File: config.mk
export PLATFORM = sky130hd
export DESIGN_NAME = saturn_debug_uart
export DESIGN_NICKNAME = d
export VERILOG_FILES = /design/src/rtl/saturn_debug_uart.sv
export SDC_FILE = /design/constraint.sdc
export NUM_CORES = 1
export LEC_CHECK = 0
export BUFFER_PORTS_ARGS = -buffer_cell sky130_fd_sc_hd__buf_2
export CAP_MARGIN = 15
export CORE_UTILIZATION = 40
export DETAILED_ROUTE_END_ITERATION = 8
export PLACE_DENSITY = 0.59
export SLEW_MARGIN = 20
export SYNTH_ARGS = -nofsm -noshare
export SYNTH_HDL_FRONTEND = slang
export SYNTH_SLANG_ARGS = --single-unit
File: constraint.sdc
create_clock -name i_clk -period 3.77 [get_ports i_clk]
set_input_delay 0.377 -clock i_clk [delete_from_list [all_inputs] [get_ports i_clk]]
set_output_delay 0.377 -clock i_clk [all_outputs]
set_load 0.05 [all_outputs]
File: src/rtl/saturn_debug_uart.sv
// Debug character sink: buffers bytes from saturn_bus in a small FIFO and
// shifts them out as 8N1 UART frames, flagging when a halted CPU's output has fully left.
module saturn_debug_uart #(
  parameter int CLKS_PER_BIT    = 217,
  parameter int FIFO_DEPTH_LOG2 = 4
) (
  input  logic                     i_clk,
  input  logic                     i_reset,
  input  logic [7:0]               i_char,
  input  logic                     i_char_valid,
  input  logic                     i_halt,
  output logic                     o_tx,
  output logic                     o_full,
  output logic [FIFO_DEPTH_LOG2:0] o_level,
  output logic                     o_busy,
  output logic                     o_overflow,
  output logic                     o_drained
);

  localparam int DEPTH  = 1 << FIFO_DEPTH_LOG2;
  localparam int AW     = FIFO_DEPTH_LOG2;
  localparam int LW     = FIFO_DEPTH_LOG2 + 1;
  localparam int BAUD_W = (CLKS_PER_BIT > 1) ? $clog2(CLKS_PER_BIT) : 1;
  localparam logic [BAUD_W-1:0] BAUD_LAST = BAUD_W'(CLKS_PER_BIT - 1);
  localparam logic [LW-1:0]     DEPTH_L   = LW'(DEPTH);

  typedef enum logic [1:0] {IDLE, START, DATA, STOP} state_t;

  state_t          state;
  logic [7:0]      mem [DEPTH];
  logic [AW-1:0]   wr_ptr;
  logic [AW-1:0]   rd_ptr;
  logic [7:0]      shift;
  logic [2:0]      bit_idx;
  logic [BAUD_W-1:0] baud;

  logic            wr_en;
  logic            pop;
  logic            baud_done;
  logic            idle_next;
  logic [LW-1:0]   level_next;

  // Full test uses the pre-edge registered level, so a pop on the same edge cannot rescue a write.
  assign wr_en      = i_reset && i_char_valid && !o_full;
  assign pop        = (state == IDLE) && (o_level != '0);
  assign baud_done  = (baud == BAUD_LAST);
  assign level_next = o_level + LW'(wr_en) - LW'(pop);
  assign idle_next  = ((state == IDLE) && !pop) || ((state == STOP) && baud_done);
  assign o_busy     = (state != IDLE);

  always_ff @(posedge i_clk) begin
    if (wr_en) mem[wr_ptr] <= i_char;
  end

  always_ff @(posedge i_clk) begin
    if (!i_reset) begin
      wr_ptr     <= '0;
      rd_ptr     <= '0;
      o_level    <= '0;
      o_full     <= 1'b0;
      o_overflow <= 1'b0;
      o_drained  <= 1'b0;
    end else begin
      if (wr_en) wr_ptr <= wr_ptr + AW'(1);
      if (pop)   rd_ptr <= rd_ptr + AW'(1);
      o_level <= level_next;
      o_full  <= (level_next == DEPTH_L);
      if (i_char_valid && o_full) o_overflow <= 1'b1;
      o_drained <= i_halt && (level_next == '0) && idle_next;
    end
  end

  always_ff @(posedge i_clk) begin
    if (!i_reset) begin
      state   <= IDLE;
      baud    <= '0;
      bit_idx <= '0;
      shift   <= '0;
      o_tx    <= 1'b1;
    end else begin
      case (state)
        IDLE: begin
          o_tx <= 1'b1;
          if (pop) begin
            shift <= mem[rd_ptr];
            baud  <= '0;
            state <= START;
            o_tx  <= 1'b0;
          end
        end
        START: begin
          if (baud_done) begin
            baud    <= '0;
            bit_idx <= '0;
            state   <= DATA;
            o_tx    <= shift[0];
          end else begin
            baud <= baud + BAUD_W'(1);
          end
        end
        DATA: begin
          if (baud_done) begin
            baud <= '0;
            if (bit_idx == 3'd7) begin
              state <= STOP;
              o_tx  <= 1'b1;
            end else begin
              bit_idx <= bit_idx + 3'd1;
              shift   <= {1'b0, shift[7:1]};
              o_tx    <= shift[1];
            end
          end else begin
            baud <= baud + BAUD_W'(1);
          end
        end
        STOP: begin
          o_tx <= 1'b1;
          if (baud_done) begin
            baud  <= '0;
            state <= IDLE;
          end else begin
            baud <= baud + BAUD_W'(1);
          end
        end
        default: state <= IDLE;
      endcase
    end
  end

endmodule
=== Word-level counts from Yosys, hierarchy flattened ===
Memories as Yosys holds them, arrays and structs flattened. A register that Yosys moved wholly into a read port is not among the register bits.
Cells that the tools add are included.

* Flip-flop bits (word level): 38
* Memory bits (writable): 128
* Bits of input ports: 12
* Output and inout port bits: 10
* Logic and storage cells: 78
* Memories kept: 1

{| class="wikitable"
|+ Memories
! name !! depth !! bits a word !! read ports !! clocked after memory_dff !! write ports !! RTL line !! source
|-
| mem || 16 || 8 || 1 || 1 || 1 || 30 || <nowiki>logic [7:0] mem [DEPTH];</nowiki>
|}

* Add/sub/neg operators: 6
* Equal/unequal tests: 12
* Multiplexer cells: 26
* Reduce and logical (&&, ||, !) cells: 22

{| class="wikitable"
|+ Operators with widths
! cell !! number
|-
| $mux W8 || 5
|-
| $pmux W8 S2 || 2
|-
| $ne A2 B2 Y1 const B || 6
|-
| $mux W2 || 5
|-
| $mux W3 || 3
|-
| $add A4 B1 Y4 const B || 2
|-
| $add A8 B1 Y8 const B || 1
|-
| $eq A8 B8 Y1 const B || 1
|-
| $logic_and A1 B1 Y1 || 8
|-
| $mux W4 || 2
|-
| $pmux W2 S4 || 1
|-
| $reduce_and A4 Y1 || 2
|-
| $mux W1 || 6
|-
| $pmux W3 S2 || 1
|-
| $reduce_bool A2 Y1 || 3
|-
| $add A5 B1 Y5 || 1
|-
| $eq A5 B5 Y1 const B || 1
|-
| $logic_not A5 Y1 || 1
|-
| $reduce_and A5 Y1 || 1
|-
| $reduce_bool A5 Y1 || 1
|-
| $sub A5 B1 Y5 || 1
|-
| $eq A2 B2 Y1 const B || 2
|-
| $pmux W1 S4 || 1
|-
| $add A3 B1 Y3 const B || 1
|-
| other kinds (7) || 8
|}

=== Longest topological paths before layout ===
Gate-level depths: netlist of run 1.

* Depth after elaboration: 7
* Depth in mapped cells: 13
* Gate-level depth less buffers: 13

=== Least setup slack after synthesis of run 1 ===
OpenSTA, ideal clock, no wires.

* Path kind: register to register
* Start: reg o_level[2]
* End: reg o_drained
* Setup time: 0.091 ns
* Arrival: 2.885 ns
* Required time: 3.679 ns
* Setup slack: 0.793 ns
* Stages on the path, launching flop included: 14
* Path buffers: 0
* Period minus slack after synthesis: 2.977 ns
* Cell sequence: dfxtp_1 -> inv_1 -> ha_1 -> nor4b_1 -> nor2_1 -> ha_1 -> inv_1 -> ha_1 -> fa_1 -> a21oi_1 -> nor2_1 -> nor2_1 -> xnor2_1 -> nor4bb_1

* Cells in the longest elaborated chain, start to end: 6
* Elaborated cells between the ends (all ways): 10
* Those cells by class: add/sub: 2; reduce/logical: 8

{| class="wikitable"
|+ RTL lines
! what !! RTL line !! source
|-
| from (decl) || 14 || <nowiki>output logic [FIFO_DEPTH_LOG2:0] o_level,</nowiki>
|-
| from (signal assigned) || 66 || <nowiki>o_level <= level_next;</nowiki>
|-
| parallel branches: the longest is 5 deep, another holds $add A5 B1 Y5 || -- ||
|-
| $logic_and A1 B1 Y1 (*) || 69 || <nowiki>o_drained <= i_halt && (level_next == '0) && idle_next;</nowiki>
|-
| to (signal assigned) || 69 ||
|-
| to (decl) || 17 || <nowiki>output logic o_drained</nowiki>
|}

Mark *: on every way between the ends.
A chain may end at the register's enable or synchronous reset.

=== Worst setup path after layout of run 1 ===
Ends and elaborated chain as after synthesis.

==> results.tsv, run 1 <==
stage	metric	value	unit
routing	Routed met1 length	6.06	mm
critical_path	FF-to-FF Start	o_level[2]	
pwr	Comb pwr share	28.9	%
pwr	Int Pwr	0.00373	W
routing	vias post-DR	3735	
yosys	fraction of registers with async set/reset	0	%
cts	CTS sink cnt	170	
yosys	number of flops mapped to enable cells by yosys	128	
routing	highest metal used	met4	
floorplan	die area	17900	um2
pwr	Leak	2.62	nW
yosys	Cell variety after synth	47	
sta	RSZ-0062 raised after global routing	false	
routing	# DRC	0	
critical_path	end point of the critical path	o_drained	
routing	routed vias/inst	5.25	
routing	Final Routed Wirelength	13.2	mm
floorplan	num ports	22	
routing	Initial DRC Count	256	
pwr	Peak VDD IR	0.496	mV
yosys	Mapped Cells	450	
critical_path	Worst R2R End	o_drained	
cts	clk slew on worst S/H paths	0.07	ns
routing	DR WL met2	6.29	mm
global_routing	vias in the first global route	3790	
routing	WL met3	652	um
sta	final slew viol count	0	
yosys	syn_nets	483	
pwr	net switching power	0.00179	W
pwr	Pwr Density	705	nW/um2
status	status	finished clean	
pwr	Flop pwr share	40.7	%
sta	Slew @ Worst Pin	0.839	ns
critical_path	Startpoint Class	flip-flop	
cells_and_area	Finished Cell Area	7840	um2
sta	skew final	0.0130	ns
yosys	most common flop cell mapped by yosys	edfxtp_1	
sta	relative slew slack	43.9	%
global_routing	largest net degree at the start of global routing	34	
global_routing	initial antenna violation count	0	
critical_path	Critical Path Fanout Max	6	
cts	CTS resizes	0	
critical_path	origin of the worst setup path	o_level[2]	
floorplan	initial core utilization	41.4	%
cts	CTS tree	done	
cells_and_area	# diodes	0	
placement	Placed Area	7270	um2
placement	DP HPWL	8.64	mm
sta	final cycle utilization of the critical path	82.0	%
routing	WL per Instance	18.6	um
sta	Finish-stage setup viols	0	
global_routing	total grt overflow	0	
yosys	Yosys Warn Count	0	
cts	setup repair bufs after CTS	0	
global_routing	GRT Util Overall	16.1	%
routing	Pre-Repair DR Iteration Count	4	
cells_and_area	Register Area	4690	um2
yosys	Yosys top cell by area	edfxtp_1	
placement	gpl congestion	0.763	
critical_path	worst reg-to-reg path cell count	13	
cts	H-tree depth	4	
critical_path	Reg2Reg Setup Slack	0.68	ns
routing	Post-DRT Antenna Nets	0	
cts	number of buffers created by CTS	17	
yosys	synth top area cells	edfxtp_1, dfxtp_1, mux4_2, ha_1, nor2_1	
sta	Max Freq	323	MHz
yosys	Cell Area, Synth	6940	um2
flow_run	Max Cap Viol	0	
cells_and_area	share of cells above drive strength 1	19.8	%
yosys	synthesized flop and latch total	170	
sta	PnR worst setup slack	0.678	ns
floorplan	chip height	134	um
sta	minimum clock period	3.09	ns
cells_and_area	area growth from synthesis to layout	13.0	%
cells_and_area	area used by multi-input combinational logic	2090	um2
global_routing	first-pass GRT wire length	20.9	mm
floorplan	core area	16800	um2
sta	Hold Violations, Final	0	
cts	Worst-Skew Late Latency	0.43	ns
pwr	clock share of power	30.3	%
min_path	Hold Path Class	input port to flip-flop	
placement	IO Port Bufs	21	
yosys	sequential share of the synthesized area	67.5	%
cts	Max clock buf depth	2	
floorplan	row cnt	47	
critical_path	critical path class	flip-flop to flip-flop	
floorplan	die width	134	um
cts	root buffer cell	clkbuf_16	
critical_path	Req. time, crit path	4.10	ns
pwr	Net Sw Frac	32.4	%
cts	Hold-fix buffers, CTS	0	
critical_path	CP Capture Type	flip-flop	
critical_path	CP arrival	3.42	ns
cells_and_area	Layout Nets	511	
yosys	share of the synthesized area in the top cell type	55.4	%
yosys	synthesized area per cell	15.4	um2
sta	Total Neg Setup Slack	0	ns
cells_and_area	fill cell count	1461	
placement	DP Worst Slack	0.657	ns
==> power groups by stage <==
stage | sequential [W] | combinational (W) | clock [W]
2_1_floorplan | 0.00234 | 0.00120 | 0
3_3_place_gp | 0.00229 | 0.00157 | 0
3_5_place_dp | 0.00229 | 0.00160 | 0
4_1_cts | 0.00225 | 0.00161 | 0.00171
5_1_grt | 0.00227 | 0.00175 | 0.00178
6_report | 0.00225 | 0.00160 | 0.00168
==> logic make-up after synthesis <==
family / share of synthesized area, %
DFF: 67.5
and+or+nand+nor: 7.00
AOI/OAI and AO/OA: 6.22
buffers and inverters: 2.40
muxes: 10.8
adders and majority gates: 3.90
xor gates and xnor gates: 2.15
==> cells in the mapped netlist (all sizes together) (6+ instances only) <==
master,instances
a21oi,28
a22oi,16
and2,6
buf,9
clkbuf,11
dfxtp,42
edfxtp,128
ha,20
inv,15
mux4,31
nand2,22
nand2b,6
nor2,41
nor3,7
o21ai,13
xnor2,6
xor2,11
==> metal layers <==
metal | vias to the layer above | track usage (%)
li1 | 1765 | -
met1 | 1868 | 22.0
met2 | 89 | 24.9
met3 | 13 | 3.73
met4 | 0 | 6.12
met5 | - | 0
==> area by class of cell <==
cell class              instances  area share, %
well taps                     220           3.51
clock buffers                  19           5.53
repair buffers                 29           2.11
flip-flops and latches        170           59.8
multi-input cells             244           26.6
inverters                      16          0.767
clock inverters                13           1.66
==> cells in the final DEF, fill, tap and decap left out, types with 3 or more instances in the layout <==
master,instances
nand2_1,22
o21ai_0,10
a21oi_1,27
nor3_1,7
nand4_1,4
nor2_1,41
clkbuf_16,17
and2_1,6
inv_1,15
nor2b_1,3
xnor2_1,6
nand3_1,3
dfxtp_1,41
buf_4,8
mux4_2,31
xor2_1,11
mux2i_1,4
inv_6,7
edfxtp_1,128
nand2b_1,6
ha_1,20
a22oi_1,16
buf_2,21
==> worst min path at each step <==
stage,startpoint,endpoint,slack (ns),cells after the start
global placement,o_tx,o_tx,0.45,2
floorplan,shift[7],shift[7],0.46,2
detailed placement,o_overflow,o_overflow,0.45,2
finish,i_char_valid,o_overflow,0.21,3
CTS,i_char_valid,o_overflow,0.19,3
global route,i_halt,o_drained,0.21,2
==> registers in the layout, indices dropped and copies added, names as in the netlist, named ones only <==
| register | flops |
|---|---|
| rd_ptr | 4 |
| o_level | 5 |
| o_drained | 1 |
| o_overflow | 1 |
| mem | 128 |
| o_tx | 1 |
| o_full | 1 |
| baud | 8 |
| bit_idx | 3 |
| state | 2 |
| shift | 8 |
| wr_ptr | 4 |
==> critical path, cell delays in order, from the launching register on <==
cell and delay (ns):
dfxtp_1 0.33, inv_1 0.08, ha_1 0.13, nor4b_1 0.43
nor2_1 0.24, ha_1 0.35, inv_1 0.04, ha_1 0.20
fa_1 0.42, a21oi_1 0.15, nor2_1 0.05, nor2_1 0.11
xnor2_1 0.17, nor4bb_1 0.30
==> per-stage QoR <==
step,std cells,hold WS [ns],power [W],util [%]
3_5_place_dp,679,0.452,0.00389,43.4
3_3_place_gp,679,0.448,0.00386,43.4
2_1_floorplan,450,0.461,0.00354,-
6_report,711,0.208,0.00552,46.7
5_1_grt,711,0.212,0.00581,46.7
4_1_cts,711,0.189,0.00557,46.7
Note: power is estimated with default switching activity, not from simulation.
==> run 2, diff against run 1 <==
--- a/config.mk
+++ b/config.mk
@@ -5,11 +5,12 @@
 export SDC_FILE = /design/constraint.sdc
 export NUM_CORES = 1
 export LEC_CHECK = 0
+export ABC_AREA = 1
 export BUFFER_PORTS_ARGS = -buffer_cell sky130_fd_sc_hd__buf_2
 export CAP_MARGIN = 15
 export CORE_UTILIZATION = 40
 export DETAILED_ROUTE_END_ITERATION = 8
-export PLACE_DENSITY = 0.59
+export PLACE_DENSITY = 0.61
 export SLEW_MARGIN = 20
 export SYNTH_ARGS = -nofsm -noshare
 export SYNTH_HDL_FRONTEND = slang
==> constraint.sdc (replaced) <==
create_clock -name i_clk -period 2.7 [get_ports i_clk]
set_input_delay 0.27 -clock i_clk [delete_from_list [all_inputs] [get_ports i_clk]]
set_output_delay 0.27 -clock i_clk [all_outputs]
set_load 0.05 [all_outputs]
==> results.tsv, run 2 <==
stage	metric	value	unit
yosys	Cell Area, Synth	7560	um2
critical_path	critical path class	flip-flop to flip-flop	
critical_path	delay-heaviest family, CP	adder cells	
flow_run	Max Cap Viol	0	
critical_path	Critical Path Fanout Max	4	
pwr	Int Pwr	0.00512	W
cells_and_area	commonest non-fill, non-tap cells in the layout	nand2_1, edfxtp_1, inv_1	
global_routing	vias in the first global route	4710	
critical_path	CP arrival	2.80	ns
yosys	Yosys Warn Count	0	
cts	Hold-fix buffers, CTS	0	
yosys	sequential share of the synthesized area	61.9	%
critical_path	Req. time, crit path	3.06	ns
critical_path	CP Capture Type	flip-flop	
yosys	number of flops mapped to enable cells by yosys	128	
sta	RSZ-0062 raised after global routing	false	
cells_and_area	commonest non-fill, non-tap cell in the layout	nand2_1	
pwr	clock share of power	28.1	%
sta	Max Freq	409	MHz
yosys	synthesized flop and latch total	170	
sta	relative slew slack	47.3	%
yosys	fraction of registers with async set/reset	0	%
cts	root buffer cell	clkbuf_16	
sta	Slew @ Worst Pin	0.787	ns
pwr	Pwr Density	953	nW/um2
routing	WL per Instance	15.2	um
critical_path	slowest CP cell	dfxtp_1	
yosys	synthesized area per cell	9.84	um2
cells_and_area	area growth from synthesis to layout	12.1	%
cts	H-tree depth	4	
sta	final cycle utilization of the critical path	90.5	%
global_routing	total grt overflow	0	
floorplan	initial core utilization	41.4	%
critical_path	worst path buffer plus inverter count	3	
yosys	most common flop cell mapped by yosys	edfxtp_1	
sta	Finish-stage setup viols	0	
cts	number of buffers created by CTS	17	
yosys	synth top area cells	edfxtp_1, dfxtp_1, nand2_1, nand3_1, inv_1	
routing	routed vias/inst	4.90	
routing	Initial DRC Count	315	
sta	minimum clock period	2.44	ns
floorplan	die area	19500	um2
floorplan	num ports	22	
global_routing	initial antenna violation count	0	
floorplan	core area	18300	um2
placement	DP HPWL	9.90	mm
routing	Final Routed Wirelength	15.8	mm
floorplan	chip height	140	um
global_routing	largest net degree at the start of global routing	72	
global_routing	first-pass GRT wire length	24.8	mm
cts	Max clock buf depth	2	
yosys	Cell variety after synth	37	
cells_and_area	# diodes	0	
critical_path	Startpoint Class	flip-flop	
sta	hold_ws	0.0929	ns
cells_and_area	Layout Nets	831	
sta	skew final	0.00612	ns
critical_path	crit path cell chain	inv_1 -> ha_1 -> nand2_1 -> inv_1 -> ha_1 -> inv_1 -> ha_1 -> fa_2 -> a21oi_2 -> nor2_1 -> nor2_2 -> xnor2_2 -> nand4_1 -> nor2_1	
pwr	Leak	3.50	nW
yosys	top-count cell post-synth	nand2_1	
floorplan	die width	140	um
sta	Total Neg Setup Slack	0	ns
cells_and_area	Largest regs	mem: 128 flops, baud: 8 flops, shift: 8 flops	
cts	clk slew on worst S/H paths	0.06	ns
yosys	syn_nets	802	
routing	# DRC	0	
pwr	Comb pwr share	33.8	%
routing	Pre-Repair DR Iteration Count	5	
status	status	finished clean	
cells_and_area	Reg with most FFs	mem	
floorplan	row cnt	49	
routing	Post-DRT Antenna Nets	0	
yosys	Mapped Cells	769	
yosys	Post-synth top cells	nand2_1, edfxtp_1, inv_1	
yosys	share of the synthesized area in the top cell type	50.8	%
pwr	Flop pwr share	38.1	%
placement	IO Port Bufs	21	
cells_and_area	max reg flops	128	
pwr	Peak VDD IR	0.569	mV
cells_and_area	share of cells above drive strength 1	11.4	%
placement	gpl congestion	0.839	
yosys	Yosys top cell by area	edfxtp_1	
min_path	Hold Path Class	input port to flip-flop	
cts	Worst-Skew Late Latency	0.42	ns
sta	Hold Violations, Final	0	
pwr	Net Sw Frac	36.6	%
global_routing	GRT Util Overall	16.9	%
sta	final slew viol count	0	
cts	CTS tree	done	
cts	CTS sink cnt	170	
pwr	net switching power	0.00296	W
critical_path	Largest stage delay, worst path	0.38	ns
routing	vias post-DR	5091	
run 2: changes by cell type in the layout (fill, tap and decap cells not counted), moves of 7 or more:
cell / change
inv_1: +83
a22oi_1: -16
nand3_1: +85
nor2_1: +29
nand2_1: +178
o211ai_1: +8
mux4_2: -31
buf_4: +9
xor2_1: -7
o21ai_0: +11
run 2: cell type report:
class	instances	area (um2)
Multi-Input combinational cell	468	2320
Timing Repair Buffer	39	253
Inverter	102	385
Clock buffer	17	425
Tap cell	229	287
Fill cell	1710	9790
Clock inverter	14	123
Sequential cell	170	4690
run 2: layer usage:
layer	global-route usage (%)	routed length [um]	vias to the layer above
li1	-	-	2579
met1	21.7	7080	2390
met2	28.1	7800	102
met3	3.13	614	20
met4	7.37	294	0
met5	0	0	-
run 2: power by group through the flow:
| stage | clock (W) | combinational (W) | sequential, W |
|---|---|---|---|
| 6_report | 0.00227 | 0.00273 | 0.00308 |
| 3_3_place_gp | 0 | 0.00269 | 0.00313 |
| 3_5_place_dp | 0 | 0.00269 | 0.00313 |
| 4_1_cts | 0.00232 | 0.00272 | 0.00308 |
| 2_1_floorplan | 0 | 0.00200 | 0.00326 |
| 5_1_grt | 0.00241 | 0.00308 | 0.00310 |
run 2: per-stage QoR:
stage / instance area [um2] / instances / power (W) / util (%) / setup WS, ns
CTS: 8460 / 1039 / 0.00811 / 46.3 / 0.126
global placement: 7910 / 1008 / 0.00582 / 43.3 / 0.216
floorplan: 7560 / 769 / 0.00526 / - / 0.0258
global route: 8480 / 1039 / 0.00859 / 46.4 / 0.0612
detailed placement: 7910 / 1008 / 0.00583 / 43.3 / 0.156
finish: 8480 / 1039 / 0.00808 / 46.4 / 0.257
run 2: cell families after synthesis:
family	Yosys count	share of synthesized area, %
XOR/XNOR	6	0.695
adder cells (fa/ha/maj)	21	3.57
buffers and inverters	131	7.62
flip-flops	170	61.9
AND/OR/NAND/NOR	382	21.5
AO/OA/AOI/OAI	59	4.68
run 2: repair_timing:
action	CTS	global route
buffers inserted	0	0
resized for setup	0	5
hold endpoints to repair	0	0
setup endpoints to repair	0	3
run 2: final timing paths:
check,cells after the start,startpoint,slack (ns),end
max,14,state[1],0.26,o_drained
min,3,i_char_valid,0.09,o_overflow
max reg2reg,14,state[1],0.26,o_drained
min reg2reg,2,shift[4],0.47,shift[4]
run 2: tightest hold or removal path: stages:
cell and delay (ns):
buf_2 0.09, a21oi_1 0.05, nor2_1 0.07
==> run 3, diff against run 2 <==
--- a/config.mk
+++ b/config.mk
@@ -11,6 +11,7 @@
 export CORE_UTILIZATION = 40
 export DETAILED_ROUTE_END_ITERATION = 8
 export PLACE_DENSITY = 0.61
+export RECOVER_POWER = 100
 export SLEW_MARGIN = 20
 export SYNTH_ARGS = -nofsm -noshare
 export SYNTH_HDL_FRONTEND = slang
==> results.tsv, run 3 (synthesis results as in run 2) <==
stage	metric	value	unit
sta	minimum clock period	2.45	ns
floorplan	row cnt	49	
cells_and_area	area growth from synthesis to layout	10.9	%
cts	setup repair bufs after CTS	0	
routing	vias post-DR	5081	
placement	gpl congestion	0.839	
global_routing	initial antenna violation count	0	
routing	routed vias/inst	4.89	
critical_path	CP Capture Type	flip-flop	
routing	Final Routed Wirelength	15.8	mm
sta	PnR worst setup slack	0.250	ns
floorplan	die area	19500	um2
cts	number of buffers created by CTS	17	
sta	Hold Violations, Final	0	
sta	RSZ-0062 raised after global routing	false	
status	status	finished clean	
sta	Max Freq	408	MHz
pwr	Leak	3.39	nW
global_routing	GRT Util Overall	16.9	%
critical_path	CP arrival	2.81	ns
cts	CTS sink cnt	170	
cells_and_area	fill cell count	1728	
routing	Post-DRT Antenna Nets	0	
cells_and_area	fin util	45.9	%
global_routing	vias in the first global route	4710	
cts	clk slew on worst S/H paths	0.06	ns
routing	WL per Instance	15.3	um
sta	Total Neg Setup Slack	0	ns
sta	skew final	0.00554	ns
routing	Pre-Repair DR Iteration Count	5	
critical_path	Critical Path Fanout Max	4	
placement	DP Worst Slack	0.156	ns
routing	# DRC	0	
flow_run	Max Cap Viol	0	
cts	root buffer cell	clkbuf_16	
cells_and_area	Layout Nets	831	
cts	Max clock buf depth	2	
floorplan	num ports	22	
pwr	Peak VDD IR	0.572	mV
placement	DP HPWL	9.90	mm
sta	final cycle utilization of the critical path	90.8	%
critical_path	Startpoint Class	flip-flop	
cells_and_area	# diodes	0	
cts	H-tree depth	4	
floorplan	chip height	140	um
floorplan	initial core utilization	41.4	%
cells_and_area	Largest regs	mem: 128 flops, baud: 8 flops, shift: 8 flops	
cells_and_area	Reg with most FFs	mem	
sta	final slew viol count	0	
critical_path	critical path class	flip-flop to flip-flop	
global_routing	largest net degree at the start of global routing	72	
cells_and_area	share of cells above drive strength 1	7.41	%
placement	IO Port Bufs	21	
global_routing	first-pass GRT wire length	24.8	mm
cells_and_area	max reg flops	128	
routing	Initial DRC Count	291	
cells_and_area	Register Area	4690	um2
cells_and_area	commonest non-fill, non-tap cell in the layout	nand2_1	
pwr	Pwr Density	956	nW/um2
global_routing	total grt overflow	0	
sta	hold_ws	0.0900	ns
critical_path	Req. time, crit path	3.06	ns
sta	Slew @ Worst Pin	0.903	ns
sta	relative slew slack	39.8	%
cts	Worst-Skew Late Latency	0.42	ns
min_path	Hold Path Class	input port to flip-flop	
cts	Hold-fix buffers, CTS	0	
pwr	Pwr Total	0.00802	W
cells_and_area	commonest non-fill, non-tap cells in the layout	nand2_1, edfxtp_1, inv_1	
sta	Finish-stage setup viols	0	
floorplan	core area	18300	um2
cts	CTS resizes	0	
cts	CTS tree	done	
cells_and_area	area used by multi-input combinational logic	2300	um2
floorplan	die width	140	um
==> run 3: worst paths after layout <==
path / start / endpoint / slack [ns] / cells past startpoint
setup / recovery: state[1] / o_drained / 0.25 / 14
hold / removal: i_char_valid / o_overflow / 0.09 / 3
setup reg to reg: state[1] / o_drained / 0.25 / 14
hold reg to reg: shift[7] / shift[7] / 0.47 / 2
==> run 3: routing by layer <==
metal | vias to the layer above | share of wire [%] | track usage (%)
met4 | 0 | 2.0 | 7.37
met1 | 2388 | 45 | 21.7
li1 | 2577 | - | -
met3 | 23 | 4.0 | 3.13
met2 | 93 | 49 | 28.1
met5 | - | 0 | 0
==> run 3: critical path, cell delays in order, from the launching register on <==
cell     delay, ns
dfxtp_1       0.38
inv_1         0.09
ha_1          0.21
nand2_1       0.08
inv_1         0.08
ha_1          0.28
inv_1         0.04
ha_1          0.20
fa_2          0.38
a21oi_2       0.14
nor2_1        0.06
nor2_2        0.11
xnor2_2       0.14
nand4_1       0.10
nor2_1        0.11
==> run 3: power by group <==
group | internal (W) | total [W] | leakage [nW] | switching, W
clock network | 0.00127 | 0.00227 | 0.267 | 0.00100
logic | 0.000835 | 0.00267 | 1.63 | 0.00184
registers | 0.00298 | 0.00308 | 1.50 | 0.000102
total | 0.00508 | 0.00802 | 3.39 | 0.00294
==> run 3: stage by stage <==
stage / instances / cell area, um2
finish: 1039 / 8390
floorplan: 769 / 7560
global route: 1039 / 8390
detailed placement: 1008 / 7910
global placement: 1008 / 7910
CTS: 1039 / 8460
==> run 3: final cells by class <==
| cell class | count | area share (%) |
|---|---|---|
| Clock buffer | 17 | 5.07 |
| Clock inverter | 14 | 1.46 |
| Inverter | 102 | 4.58 |
| Multi-Input combinational cell | 468 | 27.4 |
| Sequential cell | 170 | 55.9 |
| Tap cell | 229 | 3.41 |
| Timing Repair Buffer | 39 | 2.21 |
